===== src/rtl/clock_divider_bank_if.sv =====
// rtl/clock_divider_bank_if.sv - control and output bundle of the clock divider bank
interface clock_divider_bank_if #(
  parameter int WIDTH    = 8,
  parameter int CHANNELS = 4
);
  logic                      enable;
  logic [CHANNELS-1:0]       load;
  logic [CHANNELS*WIDTH-1:0] divisor;
  logic [CHANNELS-1:0]       tick;
  logic [CHANNELS-1:0]       clk_out;
  logic [CHANNELS*WIDTH-1:0] count;
  logic [CHANNELS-1:0]       running;

  modport master (
    output enable, load, divisor,
    input  tick, clk_out, count, running
  );

  modport slave (
    input  enable, load, divisor,
    output tick, clk_out, count, running
  );
endinterface


===== src/rtl/clock_divider_bank.sv =====
// rtl/clock_divider_bank.sv - bank of programmable clock-enable dividers (option: CLOCK_DIVIDER_CASCADE_EN)
module clock_divider_bank #(
  parameter int WIDTH     = 8,
  parameter int CHANNELS  = 4,
  parameter int RESET_DIV = 1
) (
  input  logic               clk,
  input  logic               reset_n,
  clock_divider_bank_if.slave bus
);
  localparam logic [WIDTH-1:0] RST_DIV = WIDTH'(RESET_DIV);
  localparam logic             RST_RUN = (RESET_DIV != 0);

  logic [CHANNELS-1:0] tick_w;

  assign bus.tick = tick_w;

  for (genvar i = 0; i < CHANNELS; i++) begin : g_ch
    logic [WIDTH-1:0] active;
    logic [WIDTH-1:0] pending;
    logic [WIDTH-1:0] cnt;
    logic [WIDTH-1:0] next_active;
    logic [WIDTH-1:0] slice;
    logic             tick_r;
    logic             clk_r;
    logic             run_r;
    logic             adv;
    logic             wrap;

    assign slice = bus.divisor[i*WIDTH +: WIDTH];

`ifdef CLOCK_DIVIDER_CASCADE_EN
    // Downstream channels count ticks of their predecessor, giving product periods.
    if (i == 0) begin : g_adv_root
      assign adv = bus.enable;
    end else begin : g_adv_chain
      assign adv = bus.enable & tick_w[i-1];
    end
`else
    assign adv = bus.enable;
`endif

    // Compare against D-1 in WIDTH bits; guarded by D!=0 so it never underflows.
    assign wrap = adv && (active != '0) && (cnt == active - WIDTH'(1));

    always_comb begin
      next_active = active;
      if (active == '0) begin
        next_active = pending;
      end else if (wrap) begin
        next_active = bus.load[i] ? slice : pending;
      end
    end

    always_ff @(posedge clk) begin
      if (!reset_n) begin
        active  <= RST_DIV;
        pending <= RST_DIV;
        cnt     <= '0;
        tick_r  <= 1'b0;
        clk_r   <= 1'b0;
        run_r   <= RST_RUN;
      end else begin
        active <= next_active;
        run_r  <= (next_active != '0);
        if (bus.load[i]) begin
          pending <= slice;
        end
        if (active == '0) begin
          cnt    <= '0;
          tick_r <= 1'b0;
        end else if (wrap) begin
          cnt    <= '0;
          tick_r <= 1'b1;
          clk_r  <= ~clk_r;
        end else if (adv) begin
          cnt    <= cnt + WIDTH'(1);
          tick_r <= 1'b0;
        end else begin
          tick_r <= 1'b0;
        end
      end
    end

    assign tick_w[i]                   = tick_r;
    assign bus.clk_out[i]              = clk_r;
    assign bus.running[i]              = run_r;
    assign bus.count[i*WIDTH +: WIDTH] = cnt;
  end
endmodule

===== src/flat_wrapper.sv =====
// flat-port wrapper written by rule: the top's interface ports become plain ports
module clock_divider_bank_flat 
#(
  parameter int WIDTH     = 8,
  parameter int CHANNELS  = 4,
  parameter int RESET_DIV = 1
)
  (clk, reset_n, bus_enable, bus_load, bus_divisor, bus_tick, bus_clk_out, bus_count, bus_running);
  clock_divider_bank_if #(.WIDTH(WIDTH), .CHANNELS(CHANNELS)) bus_i ();
  input  logic clk;
  input  logic reset_n;
  input wire logic [$bits(bus_i.enable)-1:0] bus_enable;
  input wire logic [$bits(bus_i.load)-1:0] bus_load;
  input wire logic [$bits(bus_i.divisor)-1:0] bus_divisor;
  output wire logic [$bits(bus_i.tick)-1:0] bus_tick;
  output wire logic [$bits(bus_i.clk_out)-1:0] bus_clk_out;
  output wire logic [$bits(bus_i.count)-1:0] bus_count;
  output wire logic [$bits(bus_i.running)-1:0] bus_running;
  assign bus_i.enable = bus_enable;
  assign bus_i.load = bus_load;
  assign bus_i.divisor = bus_divisor;
  assign bus_tick = bus_i.tick;
  assign bus_clk_out = bus_i.clk_out;
  assign bus_count = bus_i.count;
  assign bus_running = bus_i.running;
  clock_divider_bank #(.WIDTH(WIDTH), .CHANNELS(CHANNELS), .RESET_DIV(RESET_DIV)) u_core (.clk(clk), .reset_n(reset_n), .bus(bus_i));
endmodule

===== config.mk =====
export PLATFORM = sky130hd
export DESIGN_NAME = clock_divider_bank_flat
export DESIGN_NICKNAME = d
export VERILOG_FILES = /design/src/rtl/clock_divider_bank_if.sv /design/src/rtl/clock_divider_bank.sv /design/src/flat_wrapper.sv
export SDC_FILE = /design/constraint.sdc
export NUM_CORES = 1
export LEC_CHECK = 0
export ABC_CLOCK_PERIOD_IN_PS = 7000
export BUFFER_PORTS_ARGS = -buffer_cell sky130_fd_sc_hd__buf_4
export CAP_MARGIN = 20
export CELL_PAD_IN_SITES_DETAIL_PLACEMENT = 0
export CELL_PAD_IN_SITES_GLOBAL_PLACEMENT = 1
export CORE_UTILIZATION = 46
export DETAILED_ROUTE_END_ITERATION = 6
export PLACE_DENSITY_LB_ADDON = 0.1
export SLEW_MARGIN = 0
export SYNTH_ARGS = -nofsm -noshare
export SYNTH_HDL_FRONTEND = slang
export SYNTH_SLANG_ARGS = --single-unit

===== constraint.sdc =====
create_clock -name clk -period 7 [get_ports clk]
set_clock_uncertainty 0.2 [all_clocks]
set_input_delay 0.35 -clock clk [delete_from_list [all_inputs] [get_ports clk]]
set_output_delay 0.35 -clock clk [all_outputs]
set_load 0.03 [all_outputs]

==> results_dict.tcl, run 1 <==
set metrics [dict create \
    first_iter_violations 261 \
    synth_top_area_share_pct 39.5 \
    wl_per_cell_um 15.1 \
    rows 39 \
    synthFlopType "dfxtp_1" \
    final_cell_mix "108 x dfxtp_1, 86 x nor2_1, 82 x buf_4" \
    io_pins 83 \
    clk_pin_slew_ps 70 \
    synthSimpleGateAreaFrac_pct 26.4 \
    critPathKind "reg -> reg" \
    cts-htree-levels 3 \
    grt_use_total_pct 21.8 \
    tns_ps 0 \
    overflow 0 \
    yosysWarnings 0 \
    design_area_sq_um 6440 \
    rr_startpoint "u_core.g_ch[0].active[0]" \
    setup_slack_ps 3070 \
    crit_path_start "u_core.g_ch[0].active[0]" \
    violations "design-rule violations" \
    cts_setup_buffers 0 \
    synth.area.top_cells "dfxtp_1 39%, nor2_1 5.9%, xor2_1 5.4%" \
    synth_seq_cells 108 \
    fmax_ghz 0.254 \
    avgViaCountPerCell 5.50 \
    synth_adder_area_share_pct 1.83 \
    cp.arrival_ps 3960 \
    slew_headroom_pct 33.7 \
    worstPathRequired_ps 7030 \
    synthesis.nets 686 \
    worstHoldStart "bus_divisor[8]" \
    cts.sinks 108 \
    syn_inst 639 \
    yosys.area.top_type "dfxtp_1" \
    total_power_mw 2.84 \
    hold_viol_final 0 \
    cts-root-buf "clkbuf_16" \
    chipWidth_um 111 \
    drt_wl_total_um 12800 \
    yosys.area_share.xor_xnor_pct 10.4 \
    max-clock-path-buffers 2 \
    postLayoutCoreUtil_pct 55.9 \
    die_area_sq_um 12400 \
    synth.area.mux_share_pct 4.75 \
    grt_pass1_wl_um 22000 \
    cts_buffers 9 \
    portBuffers 82 \
    async_flop_share_pct 0 \
    status "finished, violations left" \
    finalCritPeriodShare_pct 56.2 \
    postRouteAntennaNets 0 \
    worstSetupEndpointType "flip-flop" \
    route.detailed.drc 14 \
    cts_resized 0 \
    hold_path_class "in -> reg" \
    leakage_nw 2.65 \
    setup.worst_path.start_class "flip-flop" \
    coreArea_sq_um 11500 \
    ir_drop_mv 0.220 \
    synth_top_family_by_area "simple AND/OR/NAND/NOR gates" \
    max-cap-violations 0 \
    synth_edf_count 0 \
    power.density_nw_per_um2 441 \
    syn_area_sq_um 5480 \
    dp_slack_ps 3090 \
    dpl-instance-area_sq_um 6080 \
    drive_gt1_share_pct 15.2 \
    floorplan.die.height_um 111 \
    yosysSeqAreaShare_pct 39.5 \
    hold_buffers 0 \
    setup_viol 0 \
    area_growth_pct 17.5 \
    critPathMaxFanout 17 \
    fin_crit_ps 3930 \
    synth_compound_area_share_pct 12.5 \
    yosysUniqueCellTypes 64 \
    clock_latency_ps 350 \
    final_common_cell "dfxtp_1" \
    final_nets 745 \
    rsz0062_at_grt "false" \
    vias 4645 \
    tightest_slew_ps 994 \
    slew_viol_final 0 \
    avgSynthCellArea_sq_um 8.57 \
    antennaDiodeCount 0 \
    detail_route.first_pass.iterations 6 \
    grt_max_degree 56 \
    dpl.hpwl_um 9240 \
    cts_tree "done" \
    grt_pass1_vias 4595 \
    initial_utilization_pct 47.6 \
    gp_congestion 0.789 \
    antenna_found_initial 0 \
]
==> layout make-up <==
type	instances	area [sq um]
inverters	18	67.6
flip-flops and latches	108	2160
fillers	1094	5080
multi-input cells	479	3060
clock buffers	10	229
well taps	143	179
clock inverters	5	125
repair buffers	82	616
==> metal layers <==
metal / track usage [%] / up-vias / part of all wire, %
met5: 0 / - / 0
met4: 6.31 / 0 / 0.95
met3: 5.47 / 8 / 3.8
met2: 35.7 / 82 / 47
met1: 28.3 / 2189 / 49
li1: - / 2366 / -
==> registers in the layout, summed over array words and instances, names as in the netlist <==
register	count
u_core.g_ch.cnt	32
u_core.g_ch.tick_r	4
u_core.g_ch.pending	32
u_core.g_ch.active	32
u_core.g_ch.run_r	4
u_core.g_ch.clk_r	4
==> power by group <==
group	switching, mW	internal (mW)
registers	0.155	0.736
clock network	0.227	0.384
logic	0.790	0.550
==> final timing paths <==
check                              end  slack [ps]  cells past startpoint
min          u_core.g_ch[1].pending[0]          50                      3
max reg2reg       u_core.g_ch[0].run_r        3070                     10
max               u_core.g_ch[0].run_r        3070                     10
min reg2reg  u_core.g_ch[2].pending[6]         260                      2
==> Yosys cell counts (15+ instances only) <==
| master | instances |
|---|---|
| dfxtp_1 | 108 |
| nor2_1 | 86 |
| nand2_1 | 60 |
| xor2_1 | 34 |
| xnor2_1 | 31 |
| a21oi_1 | 29 |
| mux2i_1 | 23 |
| nand3_1 | 20 |
| and2_1 | 19 |
| clkbuf_1 | 17 |
| inv_1 | 17 |
| nand4_1 | 15 |
==> worst max-delay path, stage by stage, from the launching register on <==
cell and delay [ps]:
dfxtp_1 350, inv_1 70, ha_1 160, or3b_1 430
nor4_1 460, or3_1 190, a221o_1 540, o21ai_1 330
a221oi_1 460, nand2b_1 90, or4_1 520
==> metrics by stage <==
step / hold slack (ps) / std cells
2_1_floorplan: 236 / 639
3_3_place_gp: 246 / 830
3_5_place_dp: 249 / 830
4_1_cts: 33.6 / 845
5_1_grt: 46.2 / 845
6_report: 46.1 / 845
==> kinds of logic after synthesis <==
| family | after synthesis |
|---|---|
| AO/OA/AOI/OAI | 97 |
| XOR/XNOR | 65 |
| adder cells (fa/ha/maj) | 8 |
| buffers and inverters | 52 |
| flip-flops | 108 |
| multiplexers | 25 |
| AND/OR/NAND/NOR | 284 |
No activity file was read; power rests on OpenSTA's default activity.
==> run 2, diff against run 1 <==
Settings changed: ABC_CLOCK_PERIOD_IN_PS 7000 to 3540, CORE_UTILIZATION 46 to 39.
Clock period 7 ns to 3.54 ns, I/O delays scaled along.
==> results_dict.tcl, run 2 (synthesis gave the netlist of run 1 again) <==
set metrics [dict create \
    ff2ff_setup_slack_ps 100 \
    rsz0062_at_grt "false" \
    floorplan.die.height_um 121 \
    drt_wl_total_um 14200 \
    avgViaCountPerCell 5.31 \
    fmax_ghz 0.291 \
    cp.arrival_ps 3470 \
    leakage_nw 2.89 \
    r2r_end "u_core.g_ch[0].run_r" \
    wl_met1_um 6720 \
    reg_top3 "u_core.g_ch.active: 32 flops, u_core.g_ch.cnt: 32 flops, u_core.g_ch.pending: 32 flops" \
    cts_buffers 9 \
    nFillCells 1317 \
    hold_viol_final 0 \
    tightest_slew_ps 744 \
    max-clock-path-buffers 2 \
    postLayoutCoreUtil_pct 52.4 \
    antennaDiodeCount 0 \
    slew_headroom_pct 50.2 \
    final_common_cell "dfxtp_1" \
    wl_per_cell_um 15.0 \
    setup_viol 0 \
    io_pins 83 \
    cts.sinks 108 \
    initial_utilization_pct 40.7 \
    wl_met2_um 6810 \
    status "finished, final reports clean" \
    final_cell_mix "105 x dfxtp_1, 96 x buf_4, 86 x nor2_1" \
    critPathKind "reg -> reg" \
    total_power_mw 5.64 \
    cts_setup_buffers 0 \
    first_iter_violations 312 \
    setup_slack_ps 98.6 \
    grt_pass1_vias 4900 \
    worstHoldStart "bus_load[3]" \
    max-cap-violations 0 \
    grt_max_degree 29 \
    power.density_nw_per_um2 800 \
    fin_cells 946 \
    hold_path_class "in -> reg" \
    antenna_found_initial 0 \
    clock_latency_ps 350 \
    hold_depth 3 \
    dp_cells 878 \
    min_to "u_core.g_ch[3].pending[4]" \
    detail_route.first_pass.iterations 5 \
    chipWidth_um 121 \
    postRouteAntennaNets 0 \
    worstPathRequired_ps 3560 \
    slew_viol_final 0 \
    route.detailed.drc 0 \
    rows 42 \
    cts-htree-levels 3 \
    drive_gt1_share_pct 16.8 \
    wl_met3_um 563 \
    cts-root-buf "clkbuf_16" \
    vias 5027 \
    fin_crit_ps 3440 \
    dpl.hpwl_um 9970 \
    area_growth_pct 28.6 \
    rr_startpoint "u_core.g_ch[0].active[0]" \
    finalCritPeriodShare_pct 97.2 \
    portBuffers 82 \
    reg2regPathDepth 11 \
    overflow 0 \
    setup.worst_path.start_class "flip-flop" \
    grt_pass1_wl_um 23600 \
    critPathMaxFanout 10 \
    top_layer "met4" \
    dp_slack_ps -26.3 \
    final_nets 813 \
    clk_pin_slew_ps 70 \
    cts_tree "done" \
    coreArea_sq_um 13500 \
    grt_use_total_pct 20.3 \
    ir_drop_mv 0.396 \
    gp_congestion 0.822 \
    die_area_sq_um 14500 \
    worstSetupEndpointType "flip-flop" \
]
[run 2: worst max-delay path, cell delays in order, from the launching register on]
cell,delay (ps)
dfxtp_2,350
inv_1,60
ha_2,180
or3b_4,400
o31a_1,250
or3_1,310
a221o_2,450
buf_6,180
mux2_4,300
a21oi_2,130
nand3_1,90
or4_1,420
[run 2: timing repair]
item | 4_1_cts | 5_1_grt
gates resized for setup | 2 | 8
hold buffers | 53 | 0
pin swaps | 0 | 3
endpoints found under the setup margin | 1 | 2
hold endpoints to repair | 37 | 0
[run 2: metal layers]
layer | track usage (%) | up-vias
li1 | - | 2509
met1 | 26.1 | 2421
met2 | 34.1 | 89
met3 | 4.81 | 8
met4 | 5.02 | 0
met5 | 0 | -
[run 2: metrics by stage]
step	instance area [sq um]	TNS, ps	hold WS [ps]
floorplan	5480	0	118
global placement	6240	0	222
detailed placement	6240	-26.3	227
CTS	7020	0	0.347
global route	7050	0	29.7
finish	7050	0	11.4
[run 2: area by class of cell]
class / instances / area (sq um) / share of cell area [%]
well taps: 176 / 220 / 3.12
inverters: 18 / 67.6 / 0.959
clock inverters: 3 / 15.0 / 0.213
multi-input cells: 479 / 3080 / 43.7
clock buffers: 12 / 236 / 3.36
repair buffers: 150 / 1260 / 17.9
flip-flops and latches: 108 / 2170 / 30.7
[run 2: worst max path at each step]
stage / depth (start not counted) / start / endpoint
finish: 11 / u_core.g_ch[0].active[0] / u_core.g_ch[0].run_r
global route: 10 / u_core.g_ch[0].active[1] / u_core.g_ch[0].run_r
floorplan: 9 / u_core.g_ch[0].cnt[5] / u_core.g_ch[0].run_r
detailed placement: 11 / u_core.g_ch[0].active[0] / u_core.g_ch[0].run_r
global placement: 11 / u_core.g_ch[0].active[0] / u_core.g_ch[0].run_r
CTS: 11 / u_core.g_ch[0].active[0] / u_core.g_ch[0].run_r
[run 2: power breakdown]
group	switching, mW	internal (mW)	total, mW
Sequential	0.304	1.46	1.76
Clock	0.441	0.471	0.912
Combinational	1.66	1.30	2.96
==> run 3, diff against run 2 <==
Settings changed: CORE_ASPECT_RATIO from default to 0.6, SLEW_MARGIN 0 to default.
==> results_dict.tcl, run 3 (synthesis gave the netlist of run 1 again) <==
set metrics [dict create \
    ir_drop_mv 0.364 \
    cts.sinks 108 \
    worstPathRequired_ps 3560 \
    clock_latency_ps 350 \
    fmax_ghz 0.284 \
    initial_utilization_pct 40.1 \
    total_power_mw 5.79 \
    setup.worst_path.start_class "flip-flop" \
    antennaDiodeCount 0 \
    max-clock-path-buffers 2 \
    final_common_cell "dfxtp_1" \
    overflow 0 \
    floorplan.die.height_um 93.8 \
    max-cap-violations 0 \
    rows 33 \
    dp_cells 894 \
    rr_startpoint "u_core.g_ch[0].active[3]" \
    grt_max_degree 55 \
    final_cell_mix "108 x dfxtp_1, 97 x buf_4, 86 x nor2_1" \
    coreArea_sq_um 13700 \
    first_iter_violations 405 \
    antenna_found_initial 0 \
    worstHoldStart "bus_load[1]" \
    chipWidth_um 155 \
    drive_gt1_share_pct 16.6 \
    cts_tree "done" \
    setup_viol 0 \
    cts-htree-levels 3 \
    reg_top3 "u_core.g_ch.active: 32 flops, u_core.g_ch.cnt: 32 flops, u_core.g_ch.pending: 32 flops" \
    cts-root-buf "clkbuf_16" \
    slew_headroom_pct 51.6 \
    reg2regPathDepth 9 \
    rsz0062_at_grt "true" \
    cp.arrival_ps 3540 \
    leakage_nw 2.87 \
    hold_depth 3 \
    vias 4946 \
    grt_pass1_wl_um 23200 \
    grt_use_total_pct 20.3 \
    cts_buffers 9 \
    die_area_sq_um 14500 \
    worstSetupEndpointType "flip-flop" \
    ff2ff_setup_slack_ps 20 \
    grt_pass1_vias 4541 \
    tightest_slew_ps 721 \
    clk_pin_slew_ps 70 \
    dpl-instance-area_sq_um 6270 \
    critPathMaxFanout 16 \
    avgViaCountPerCell 5.20 \
    r2r_end "u_core.g_ch[0].run_r" \
    detail_route.first_pass.iterations 5 \
    postRouteAntennaNets 0 \
    slew_viol_final 0 \
    final_nets 802 \
    critPathKind "reg -> reg" \
    io_pins 83 \
    portBuffers 82 \
    finalCritPeriodShare_pct 99.3 \
    gp_congestion 0.857 \
    hold_path_class "in -> reg" \
    drt_wl_total_um 14300 \
    fin_crit_ps 3520 \
    fin_cells 952 \
    dpl.hpwl_um 10400 \
    wl_per_cell_um 15.0 \
    area_growth_pct 27.9 \
    status "finished, final reports clean" \
    hold_viol_final 0 \
    nFillCells 1305 \
    route.detailed.drc 0 \
    min_to "u_core.g_ch[1].pending[2]" \
    design_area_sq_um 7010 \
    power.density_nw_per_um2 826 \
]
[run 3: cell count changes in the layout (fill, tap and decap cells not counted), sizes merged]
cell | previous run | this run
bufinv | 0 | 1
clkinv | 3 | 0
clkbuf | 12 | 13
dlygate4sd3 | 53 | 41
clkinvlp | 0 | 2
buf | 97 | 98
[run 3: where the power goes]
part | internal (mW) | switching [mW]
Clock | 0.589 | 0.451
Sequential | 1.46 | 0.297
Combinational | 1.31 | 1.68
Total | 3.36 | 2.43
[run 3: worst max path at each step]
| stage | startpoint | endpoint | slack, ps | cells after the start |
|---|---|---|---|---|
| 6_report | u_core.g_ch[0].active[3] | u_core.g_ch[0].run_r | 20 | 9 |
| 4_1_cts | u_core.g_ch[0].active[0] | u_core.g_ch[0].run_r | 10 | 10 |
| 3_3_place_gp | u_core.g_ch[0].active[3] | u_core.g_ch[0].run_r | 100 | 9 |
| 2_1_floorplan | u_core.g_ch[0].cnt[5] | u_core.g_ch[0].run_r | 200 | 9 |
| 3_5_place_dp | u_core.g_ch[0].active[0] | u_core.g_ch[0].run_r | 30 | 10 |
| 5_1_grt | u_core.g_ch[0].active[0] | u_core.g_ch[0].run_r | -50 | 11 |
[run 3: stage by stage]
stage	hold WS [ps]	utilization [%]	setup TNS, ps	setup WS [ps]
4_1_cts	0.570	51.1	0	14.0
5_1_grt	18.9	51.3	-50.6	-50.6
2_1_floorplan	118	-	0	201
6_report	6.64	51.3	0	24.4
3_3_place_gp	223	45.9	0	97.1
3_5_place_dp	236	45.9	0	29.2
[run 3: worst max-delay path, cell delays in order, from the launching register on]
cell and delay (ps):
dfxtp_1 350, or4_4 560, or4_1 520, o31a_1 130, a221o_1 400, buf_12 170, mux2_4 300, a22oi_2 200
nand3_1 100, or4_1 470
[run 3: per-layer routing]
layer / vias up / GRT usage [%] / wire (um)
met3: 11 / 4.34 / 691
li1: 2483 / - / -
met4: 0 / 4.87 / 127
met1: 2315 / 30.3 / 7670
met2: 137 / 29.1 / 5810
met5: - / 0 / 0
[run 3: cell type report]
class / count / area [sq um] / area share, %
clock buffer: 13 / 260 / 3.71
clock inverter: 3 / 45.0 / 0.643
inverter: 18 / 67.6 / 0.964
multi-input combinational: 479 / 3080 / 43.9
sequential: 108 / 2160 / 30.8
tap: 192 / 240 / 3.43
timing repair buffer: 139 / 1160 / 16.5
[run 3: repair_timing]
| item | 4_1_cts | 5_1_grt |
|---|---|---|
| hold buffers | 41 | 0 |
| endpoints found under the hold margin | 36 | 0 |
| setup endpoints to repair | 0 | 3 |
| buffers inserted | 0 | 1 |
| gates resized for setup | 0 | 3 |
